--- src/rtl/vga_timing_pkg.sv ---
// Shared VGA timing defaults, derived totals and sync-window helpers.
// Imported by the timing generator and by any pixel generator that needs the same bounds.
package vga_timing_pkg;

  localparam int unsigned CntWidth = 10;

  localparam int unsigned H_ACTIVE_DEF = 640;
  localparam int unsigned H_FP_DEF     = 16;
  localparam int unsigned H_SYNC_DEF   = 96;
  localparam int unsigned H_BP_DEF     = 48;
  localparam int unsigned V_ACTIVE_DEF = 480;
  localparam int unsigned V_FP_DEF     = 10;
  localparam int unsigned V_SYNC_DEF   = 2;
  localparam int unsigned V_BP_DEF     = 33;
  localparam bit          SYNC_POL_DEF = 1'b0;

  function automatic int unsigned total(input int unsigned active, input int unsigned fp,
                                        input int unsigned sync, input int unsigned bp);
    return active + fp + sync + bp;
  endfunction

  localparam int unsigned H_TOTAL_DEF      = total(H_ACTIVE_DEF, H_FP_DEF, H_SYNC_DEF, H_BP_DEF);
  localparam int unsigned V_TOTAL_DEF      = total(V_ACTIVE_DEF, V_FP_DEF, V_SYNC_DEF, V_BP_DEF);
  localparam int unsigned H_SYNC_START_DEF = H_ACTIVE_DEF + H_FP_DEF;
  localparam int unsigned H_SYNC_END_DEF   = H_SYNC_START_DEF + H_SYNC_DEF;
  localparam int unsigned V_SYNC_START_DEF = V_ACTIVE_DEF + V_FP_DEF;
  localparam int unsigned V_SYNC_END_DEF   = V_SYNC_START_DEF + V_SYNC_DEF;

  typedef struct packed {
    logic hsync;
    logic vsync;
    logic de;
    logic line_start;
    logic frame_start;
  } vga_ctrl_t;

  // Half-open window test: lo <= v < hi.
  function automatic logic in_window(input logic [CntWidth-1:0] v,
                                     input logic [CntWidth-1:0] lo,
                                     input logic [CntWidth-1:0] hi);
    return (v >= lo) && (v < hi);
  endfunction

endpackage

--- src/rtl/mod_counter.sv ---
// Enabled modulo-N counter. Resets to Modulus-1 so the first enabled edge lands on 0,
// and exposes its next-state value so consumers can register decodes aligned with the count.
module mod_counter
  import vga_timing_pkg::*;
#(
  parameter int unsigned Width   = CntWidth,
  parameter int unsigned Modulus = H_TOTAL_DEF
) (
  input  logic             clk_i,
  input  logic             rst_ni,
  input  logic             en_i,
  output logic [Width-1:0] count_o,
  output logic [Width-1:0] count_d_o,
  output logic             wrap_o
);

  localparam logic [Width-1:0] Last = Width'(Modulus - 1);

  logic [Width-1:0] count_q, count_d;

  always_comb begin
    count_d = count_q;
    if (en_i) begin
      count_d = (count_q == Last) ? '0 : count_q + Width'(1);
    end
  end

  always_ff @(posedge clk_i or negedge rst_ni) begin
    if (!rst_ni) begin
      count_q <= Last;
    end else begin
      count_q <= count_d;
    end
  end

  assign count_o   = count_q;
  assign count_d_o = count_d;
  assign wrap_o    = en_i && (count_q == Last);

endmodule

--- src/rtl/vga_timing_gen.sv ---
// VGA raster timing generator: pixel/line counters plus registered sync, display-enable
// and start pulses, all decoded from next-state counts so they align with pix_x/pix_y.
module vga_timing_gen
  import vga_timing_pkg::*;
#(
  parameter int unsigned H_ACTIVE = H_ACTIVE_DEF,
  parameter int unsigned H_FP     = H_FP_DEF,
  parameter int unsigned H_SYNC   = H_SYNC_DEF,
  parameter int unsigned H_BP     = H_BP_DEF,
  parameter int unsigned V_ACTIVE = V_ACTIVE_DEF,
  parameter int unsigned V_FP     = V_FP_DEF,
  parameter int unsigned V_SYNC   = V_SYNC_DEF,
  parameter int unsigned V_BP     = V_BP_DEF,
  parameter bit          SYNC_POL = SYNC_POL_DEF
) (
  input  logic                dotclock,
  input  logic                rst_n,
  input  logic                en,
  output logic                hsync,
  output logic                vsync,
  output logic                de,
  output logic [CntWidth-1:0] pix_x,
  output logic [CntWidth-1:0] pix_y,
  output logic                line_start,
  output logic                frame_start
);

  localparam int unsigned HTotal = total(H_ACTIVE, H_FP, H_SYNC, H_BP);
  localparam int unsigned VTotal = total(V_ACTIVE, V_FP, V_SYNC, V_BP);

  localparam logic [CntWidth-1:0] HActive    = CntWidth'(H_ACTIVE);
  localparam logic [CntWidth-1:0] HSyncStart = CntWidth'(H_ACTIVE + H_FP);
  localparam logic [CntWidth-1:0] HSyncEnd   = CntWidth'(H_ACTIVE + H_FP + H_SYNC);
  localparam logic [CntWidth-1:0] VActive    = CntWidth'(V_ACTIVE);
  localparam logic [CntWidth-1:0] VSyncStart = CntWidth'(V_ACTIVE + V_FP);
  localparam logic [CntWidth-1:0] VSyncEnd   = CntWidth'(V_ACTIVE + V_FP + V_SYNC);

  logic [CntWidth-1:0] x_d, y_d;
  logic                h_wrap, v_en, v_wrap_unused;
  vga_ctrl_t           ctrl_q, ctrl_d;

  assign v_en = en & h_wrap;

  mod_counter #(
    .Width  (CntWidth),
    .Modulus(HTotal)
  ) u_h_cnt (
    .clk_i    (dotclock),
    .rst_ni   (rst_n),
    .en_i     (en),
    .count_o  (pix_x),
    .count_d_o(x_d),
    .wrap_o   (h_wrap)
  );

  mod_counter #(
    .Width  (CntWidth),
    .Modulus(VTotal)
  ) u_v_cnt (
    .clk_i    (dotclock),
    .rst_ni   (rst_n),
    .en_i     (v_en),
    .count_o  (pix_y),
    .count_d_o(y_d),
    .wrap_o   (v_wrap_unused)
  );

  // Decode from next-state counts; holding when en is low keeps pulses from repeating.
  always_comb begin
    ctrl_d = ctrl_q;
    if (en) begin
      ctrl_d.hsync       = in_window(x_d, HSyncStart, HSyncEnd) ? SYNC_POL : ~SYNC_POL;
      ctrl_d.vsync       = in_window(y_d, VSyncStart, VSyncEnd) ? SYNC_POL : ~SYNC_POL;
      ctrl_d.de          = (x_d < HActive) && (y_d < VActive);
      ctrl_d.line_start  = (x_d == '0);
      ctrl_d.frame_start = (x_d == '0) && (y_d == '0);
    end
  end

  always_ff @(posedge dotclock or negedge rst_n) begin
    if (!rst_n) begin
      ctrl_q.hsync       <= ~SYNC_POL;
      ctrl_q.vsync       <= ~SYNC_POL;
      ctrl_q.de          <= 1'b0;
      ctrl_q.line_start  <= 1'b0;
      ctrl_q.frame_start <= 1'b0;
    end else begin
      ctrl_q <= ctrl_d;
    end
  end

  assign hsync       = ctrl_q.hsync;
  assign vsync       = ctrl_q.vsync;
  assign de          = ctrl_q.de;
  assign line_start  = ctrl_q.line_start;
  assign frame_start = ctrl_q.frame_start;

endmodule
--- config.mk ---
export PLATFORM = sky130hd
export DESIGN_NAME = vga_timing_gen
export DESIGN_NICKNAME = d
export VERILOG_FILES = /design/src/rtl/vga_timing_pkg.sv /design/src/rtl/mod_counter.sv /design/src/rtl/vga_timing_gen.sv
export SDC_FILE = /design/constraint.sdc
export NUM_CORES = 1
export LEC_CHECK = 0
export CAP_MARGIN = 20
export CELL_PAD_IN_SITES_DETAIL_PLACEMENT = 1
export CELL_PAD_IN_SITES_GLOBAL_PLACEMENT = 2
export CORE_UTILIZATION = 36
export CTS_BUF_LIST = sky130_fd_sc_hd__clkbuf_2
export CTS_CLUSTER_SIZE = 30
export DETAILED_ROUTE_END_ITERATION = 12
export PLACE_DENSITY = 0.85
export SYNTH_ARGS = -nofsm -noshare
export SYNTH_HDL_FRONTEND = slang
export SYNTH_SLANG_ARGS = --single-unit
--- constraint.sdc ---
create_clock -name dotclock -period 5.28 [get_ports dotclock]
set_input_delay 1.056 -clock dotclock [delete_from_list [all_inputs] [get_ports dotclock]]
set_output_delay 1.056 -clock dotclock [all_outputs]
set_load 0.05 [all_outputs]
# ---- Yosys cells after proc, flatten, opt, wreduce, memory -nomap -nowiden
# Cells that the tools add are included.
dict set report word_totals {
  regBits 25
  input_bits 3
  output_inout_bits 25
  wordCells 31
}
dict set report classes {
  addsub 2
  magnitude_cmp 6
  n_eq_ne 2
  muxes 6
  n_bitwise 1
  reduce_logical 7
}
# op n
set op_table {}
lappend op_table {{10-bit two-way mux} 4}
lappend op_table {{10-bit by 1-bit adder with 10-bit output (second input constant)} 2}
lappend op_table {{10-bit == test (second input constant)} 2}
lappend op_table {{10-bit zero test} 2}
lappend op_table {{10-bit less-than comparator (second input constant)} 2}
lappend op_table {{10-bit by 9-bit less-than comparator with 1-bit output (second input constant)} 2}
lappend op_table {{10-bit greater-or-equal comparator (second input constant)} 1}
lappend op_table {{10-bit by 9-bit greater-or-equal comparator with 1-bit output (second input constant)} 1}
lappend op_table {{1-bit logical AND} 5}
lappend op_table {{1-bit two-way mux} 2}
lappend op_table {{1-bit bitwise AND} 1}

# ---- Depth between registers and ports, before layout
# Gate-level depths: netlist (run 1).
dict set report logic_depth {
  depth_word 7
  depth_mapped 8
  ltp_nobuf 8
}

# ---- Cells and area by module
# Synthesis (run 1) repeated with hierarchy kept, for this count alone.
dict set report hier_totals {
  hier_cells 131
  area_unflattened_um2 1393.8
}
# mod n_inst cells_each area_each_um2 seq_area_each_um2
set modules_own_cells {}
lappend modules_own_cells {{mod_counter at u_v_cnt} 1 53 546.8 254.0}
lappend modules_own_cells {{mod_counter at u_h_cnt} 1 46 528.0 259.0}
lappend modules_own_cells {vga_timing_gen 1 32 319.1 127.6}

# ---- Least setup slack after synthesis (run 1)
# Ideal clock, no wire load.
dict set report synth_path {
  path_type {in2reg}
  start {in en}
  end {reg, netlist name frame_start}
  setup_ns 0.103
  arrival_time_ns 2.749
  t_required_ns 5.177
  setup_slack_ns 2.427
  cell_stages 7
  path_buffers 2
  path_cell_list {buf_4 > nand2_1 > or4_4 > buf_6 > a211o_1 > and3_4 > o41ai_2}
}
dict set report synth_via {
  elab_chain_cells 5
  elab_cells_between_ends 7
  cone_classes {mux: 2; bitwise: 1; reduce/logical: 4}
}
# element line
set synth_rtl {}
lappend synth_rtl {{from (decl)} vga_timing_gen.sv:18} ;# input logic en,
lappend synth_rtl {{1-bit logical AND} mod_counter.sv:38} ;# assign wrap_o = en_i && (count_q == Last);
lappend synth_rtl {{1-bit bitwise AND} vga_timing_gen.sv:42} ;# assign v_en = en & h_wrap;
lappend synth_rtl {{10-bit two-way mux} mod_counter.sv:23} ;# if (en_i) begin
lappend synth_rtl {{10-bit zero test} vga_timing_gen.sv:76} ;# ctrl_d.frame_start = (x_d == '0) && (y_d == '0);
lappend synth_rtl {{1-bit logical AND} vga_timing_gen.sv:76}
# Several ways; a longest one is shown, not always the timed one.
# A chain may end at the register's enable or synchronous reset.

# ---- Worst setup path in the final report (run 1)
dict set report layout_path {
  start {in en}
  end {reg, netlist name de}
}
dict set report layout_via {
  elab_chain_cells 5
  elab_cells_between_ends 7
  cone_classes {order compare: 2; mux: 2; bitwise: 1; reduce/logical: 2}
}
# element line
set layout_rtl {}
lappend layout_rtl {{1-bit logical AND} mod_counter.sv:38}
lappend layout_rtl {{1-bit bitwise AND *} vga_timing_gen.sv:42}
lappend layout_rtl {{10-bit two-way mux *} mod_counter.sv:23}
lappend layout_rtl {{named net u_v_cnt.count_d_o[5]} mod_counter.sv:13} ;# output logic [Width-1:0] count_d_o,
lappend layout_rtl {{10-bit by 9-bit less-than comparator with 1-bit output *} vga_timing_gen.sv:74} ;# ctrl_d.de = (x_d < HActive) && (y_d < VActive);
lappend layout_rtl {{1-bit logical AND *} vga_timing_gen.sv:74}
# The timed path passes the listed nets; every way through them passes the cells marked *.

==> results of run 1 <==
==> final cells by class <==
cell class / count / area, um^2 / share of cell area
tap: 67 / 83.8 / 0.0400
timing repair buffer: 30 / 293 / 0.140
inverter: 10 / 37.5 / 0.0179
multi-input combinational: 157 / 1020 / 0.487
sequential: 25 / 641 / 0.305
clock inverter: 1 / 5.00 / 0.00239
clock buffer: 3 / 15.0 / 0.00716
==> cells in the final DEF, fill, tap and decap left out, types with 6 or more instances in the layout <==
master           instances
clkdlybuf4s50_1         27
nand2_1                 23
nor2_1                  15
o21ai_0                 14
nand3_1                 14
dfrtp_1                 13
xnor2_1                 12
dfstp_2                 12
inv_1                   10
nor3_1                   8
a21oi_1                  7
and3_1                   6
==> state kept, by name (all words and copies together) (netlist names) <==
name,flops
u_h_cnt.count_o,10
u_v_cnt.count_o,10
de,1
frame_start,1
hsync,1
line_start,1
vsync,1
==> critical path, stage by stage <==
cell and delay, ns:
clkdlybuf4s50_1 0.45, buf_4 0.22, nand2_1 0.26, or4_4 0.62, nor2_1 0.16, xor2_1 0.10
and4bb_1 0.25, o41ai_1 0.36
==> worst max path at each step <==
stage,start,end,slack (ns),depth (start not counted)
CTS,en,de,2.12,8
global route,en,frame_start,1.93,9
detailed placement,en,de,1.69,8
global placement,en,frame_start,1.74,9
finish,en,de,2.08,8
floorplan,en,frame_start,2.43,7
==> power by group <==
part / switching (mW) / total (mW) / internal [mW] / leakage (nW)
clock network: 0.0638 / 0.0810 / 0.0172 / 0.0164
logic: 0.168 / 0.254 / 0.0862 / 0.441
registers: 0.0504 / 0.279 / 0.228 / 0.297
total: 0.282 / 0.614 / 0.332 / 0.755
==> logic make-up after synthesis <==
family	share of synthesized area
AND/OR/NAND/NOR	0.291
XOR/XNOR	0.0790
adder cells (fa/ha/maj)	0.0212
flip-flops	0.361
buffers and inverters	0.0628
AO/OA/AOI/OAI	0.185
==> metal layers <==
layer	routed length, um	vias up
li1	-	790
met1	2300	812
met2	2710	37
met3	170	6
met4	51	0
met5	0	-
==> results_dict.tcl, run 1 <==
set metrics [dict create \
    num_io_pins 28 \
    r2r_cells 7 \
    dp.cells 289 \
    fp.coreArea_um2 4720 \
    cts_buffers 3 \
    cp.arrival_ns 3.48 \
    post-route-period-util 0.605 \
    max_slew_margin 0.662 \
    final_nets 233 \
    dpl_cell_area_um2 2080 \
    rsz0062_at_grt "no" \
    drive_above_1_share 0.128 \
    fin_tns_setup_ns 0 \
    fin_crit_ns 3.20 \
    synthTopCellsByArea "dfrtp_1, dfstp_2, xnor2_1" \
    clock.fmax_ghz 0.313 \
    p_leak_nw 0.755 \
    die_x_um 72.2 \
    min_path_type "reg -> reg" \
    grt-ovfl-total 0 \
    grt_max_degree 26 \
    fin_area_um2 2100 \
    worst-endpoint-required_ns 5.56 \
    cts_tree "built" \
    yosys.area.top_type_share 0.183 \
    critPathKind "in -> reg" \
    skew_ns 0.00994 \
    port_buffers 27 \
    maxCapViolCount 0 \
    place_congestion 0.869 \
    worst_setup_path_start_kind "input port" \
    setup_viol 0 \
    gr-usage-all-layers 0.220 \
    antenna_cells 0 \
    grt_pass1_vias 1733 \
    slew_viol_final 0 \
    antenna_found_initial 0 \
    synth-edff-count 0 \
    met3_usage 0.0250 \
    ys_async_sr_fraction 1.00 \
    row_count 25 \
    status "complete, no violations" \
    yosys-top-cells-count "nand2_1, nor2_1, nand3_1, o21ai_0, dfrtp_1" \
    cts_root_buffer "clkbuf_2" \
    drc 0 \
    r2r_end "de" \
    min_to "hsync" \
    power.total_uw 614 \
    area_growth_pct 18.2 \
    cts_hold_buf 0 \
    vias 1645 \
    vias_per_cell 5.61 \
    ys_types 52 \
    synth_most_common_cell "nand2_1" \
    r2r_slack_ns 2.53 \
    power.density_nw_per_um2 293 \
    hold_ws_ns 0.518 \
    cts.sinks 25 \
    layout.cells.non_filler 293 \
    cts_setup_buffers 0 \
    fill_cells 575 \
    die_h_um 72.2 \
    grt-busiest-layer "met2" \
    htreeDepth 1 \
    path_max_fanout 19 \
    netlist_area_um2 1770 \
    first_iter_violations 58 \
    yosys_warnings 0 \
    finalHoldViolCount 0 \
    endpoint_kind "flop" \
    yosysTopAreaCell "dfrtp_1" \
    wl_per_cell_um 17.9 \
    timing.final.ws_setup_ns 2.08 \
    gr-usage-met2 0.407 \
    hold_path_depth 2 \
    clk_pin_slew_ns 0.27 \
    postRouteAntennaNets 0 \
    syn-num-nets 213 \
    ys.flop_type "dfrtp_1" \
    grt_pass1_wl_um 8920 \
    min-delay-start "hsync" \
    tightestPinTransition_ns 0.505 \
    synth_seq_cells 25 \
    initial_core_util 0.376 \
    cts_buffer_depth 2 \
    dpl.hpwl_um 3850 \
    fin_util 0.444 \
    drt-total-wl_um 5230 \
    clk_latency_ns 0.36 \
    dpl_worst_slack_ns 1.69 \
    met1_usage 0.275 \
    yosysSeqAreaShare 0.361 \
    r2r_start "u_h_cnt.count_o[0]" \
    cts_resized 0 \
    drt_first_pass_iters 4 \
    syn_inst 207 \
    die-area_um2 5210 \
    vdd_drop_max_mv 0.258 \
    avgSynthCellArea_um2 8.57 \
]
No activity file was read; power rests on OpenSTA's default activity.
==> run 2, diff against run 1 <==
- CORE_UTILIZATION: 36 -> 33
- PLACE_DENSITY: 0.85 -> 0.78
- clock period: 5.28 -> 3 ns (I/O delays scaled with it)
==> results_dict.tcl, run 2 (synthesized netlist as in run 1, its figures left out) <==
set metrics [dict create \
    status "complete, no violations" \
    multi_input_area_um2 1020 \
    worst-endpoint-required_ns 3.32 \
    endpoint_kind "flop" \
    num_io_pins 28 \
    clk_pin_slew_ns 0.28 \
    row_count 26 \
    crit_cells 7 \
    cts_buffers 3 \
    final_nets 237 \
    max_slew_margin 0.665 \
    hold_path_depth 2 \
    cts_hold_buf 0 \
    dpl_cell_area_um2 2120 \
    final_common_cell "clkdlybuf4s50_1" \
    dpl_worst_slack_ns 0.154 \
    htreeDepth 1 \
    drive_above_1_share 0.143 \
    endpoint "de" \
    cts_buffer_depth 2 \
    r2r_start "u_h_cnt.count_o[0]" \
    fill_cells 642 \
    fp.coreArea_um2 5140 \
    drc 0 \
    vias 1693 \
    fin_tns_setup_ns 0 \
    wl_per_cell_um 17.5 \
    grt-ovfl-total 0 \
    vdd_drop_max_mv 0.402 \
    crit_path_cell_trace "ha_1 -> nand2_1 -> or4_4 -> nor2_1 -> xor2_1 -> and4bb_1 -> o41ai_1" \
    cts_resized 0 \
    place_congestion 0.855 \
    p_leak_nw 0.778 \
    drt_first_pass_iters 4 \
    crit_start "u_h_cnt.count_o[0]" \
    rsz0062_at_grt "no" \
    min_path_type "reg -> reg" \
    r2r_end "de" \
    maxCapViolCount 0 \
    crit_family "simple AND/OR/NAND/NOR gates" \
    port_buffers 27 \
    grt_pass1_wl_um 8590 \
    finalHoldViolCount 0 \
    skew_ns 0.0317 \
    drt-total-wl_um 5250 \
    dpl.hpwl_um 3880 \
    post-route-period-util 0.880 \
    path_max_fanout 9 \
    dp.cells 296 \
    slew_viol_final 0 \
    worst_setup_path_start_kind "flop" \
    vias_per_cell 5.64 \
    fin_util 0.417 \
    cp_slowest_stage_delay_ns 0.66 \
    regArea_um2 641 \
    r2r_cells 7 \
    first_iter_violations 107 \
    cts_setup_buffers 0 \
    antenna_cells 0 \
    fin_area_um2 2140 \
    tightestPinTransition_ns 0.500 \
    gr-usage-all-layers 0.203 \
    cp_slowest_cell "dfstp_2" \
    timing.final.ws_setup_ns 0.360 \
    power.density_nw_per_um2 511 \
    antenna_found_initial 0 \
    r2r_slack_ns 0.36 \
    die_x_um 75.3 \
    fin_crit_ns 2.64 \
    layout_common_cells "clkdlybuf4s50_1, nand2_1, nor2_1, o21ai_0, nand3_1" \
    grt_pass1_vias 1711 \
    clk_latency_ns 0.39 \
    area_growth_pct 20.8 \
    grt_max_degree 26 \
    die_h_um 75.3 \
    cts_tree "built" \
    crit_buf_inv 0 \
    critPathKind "reg -> reg" \
    setup_viol 0 \
    die-area_um2 5670 \
    cts.sinks 25 \
    clock.fmax_ghz 0.379 \
    postRouteAntennaNets 0 \
    cts_root_buffer "clkbuf_2" \
    initial_core_util 0.345 \
    layout.cells.non_filler 300 \
    cp.arrival_ns 2.96 \
]
-- run 2: worst min-delay path by stage --
stage / start / end / slack (ns)
floorplan: rst_n / de / 0.30
global placement: de / de / 0.47
detailed placement: hsync / hsync / 0.48
CTS: rst_n / u_v_cnt.count_o[1] / 0.53
global route: rst_n / u_v_cnt.count_o[1] / 0.53
finish: hsync / hsync / 0.52
-- run 2: layout make-up --
class / count / area share
flip-flops and latches: 25 / 0.299
clock buffers: 3 / 0.00701
well taps: 70 / 0.0409
repair buffers: 34 / 0.156
clock inverters: 1 / 0.00234
inverters: 10 / 0.0175
multi-input cells: 157 / 0.477
-- run 2: stage by stage --
| step | total power, mW | hold slack (ns) |
|---|---|---|
| finish | 1.10 | 0.523 |
| detailed placement | 0.955 | 0.485 |
| CTS | 1.11 | 0.525 |
| global route | 1.16 | 0.532 |
| floorplan | 0.800 | 0.304 |
| global placement | 0.946 | 0.469 |
-- run 2: power breakdown --
group / switching [mW] / internal (mW)
clock: 0.117 / 0.0302
combinational: 0.298 / 0.156
sequential: 0.0923 / 0.402
total: 0.507 / 0.588
-- run 2: worst min-delay path: stages (launching register included) --
cell and delay [ns]:
dfstp_2 0.44, nor2_1 0.08, a41oi_1 0.05
-- run 2: metal layers --
layer,track usage,wire (um),vias to the layer above
met5,0,0,-
met4,0.0761,110,0
met3,0.0172,145,11
met2,0.351,2640,42
met1,0.263,2350,842
li1,-,-,798
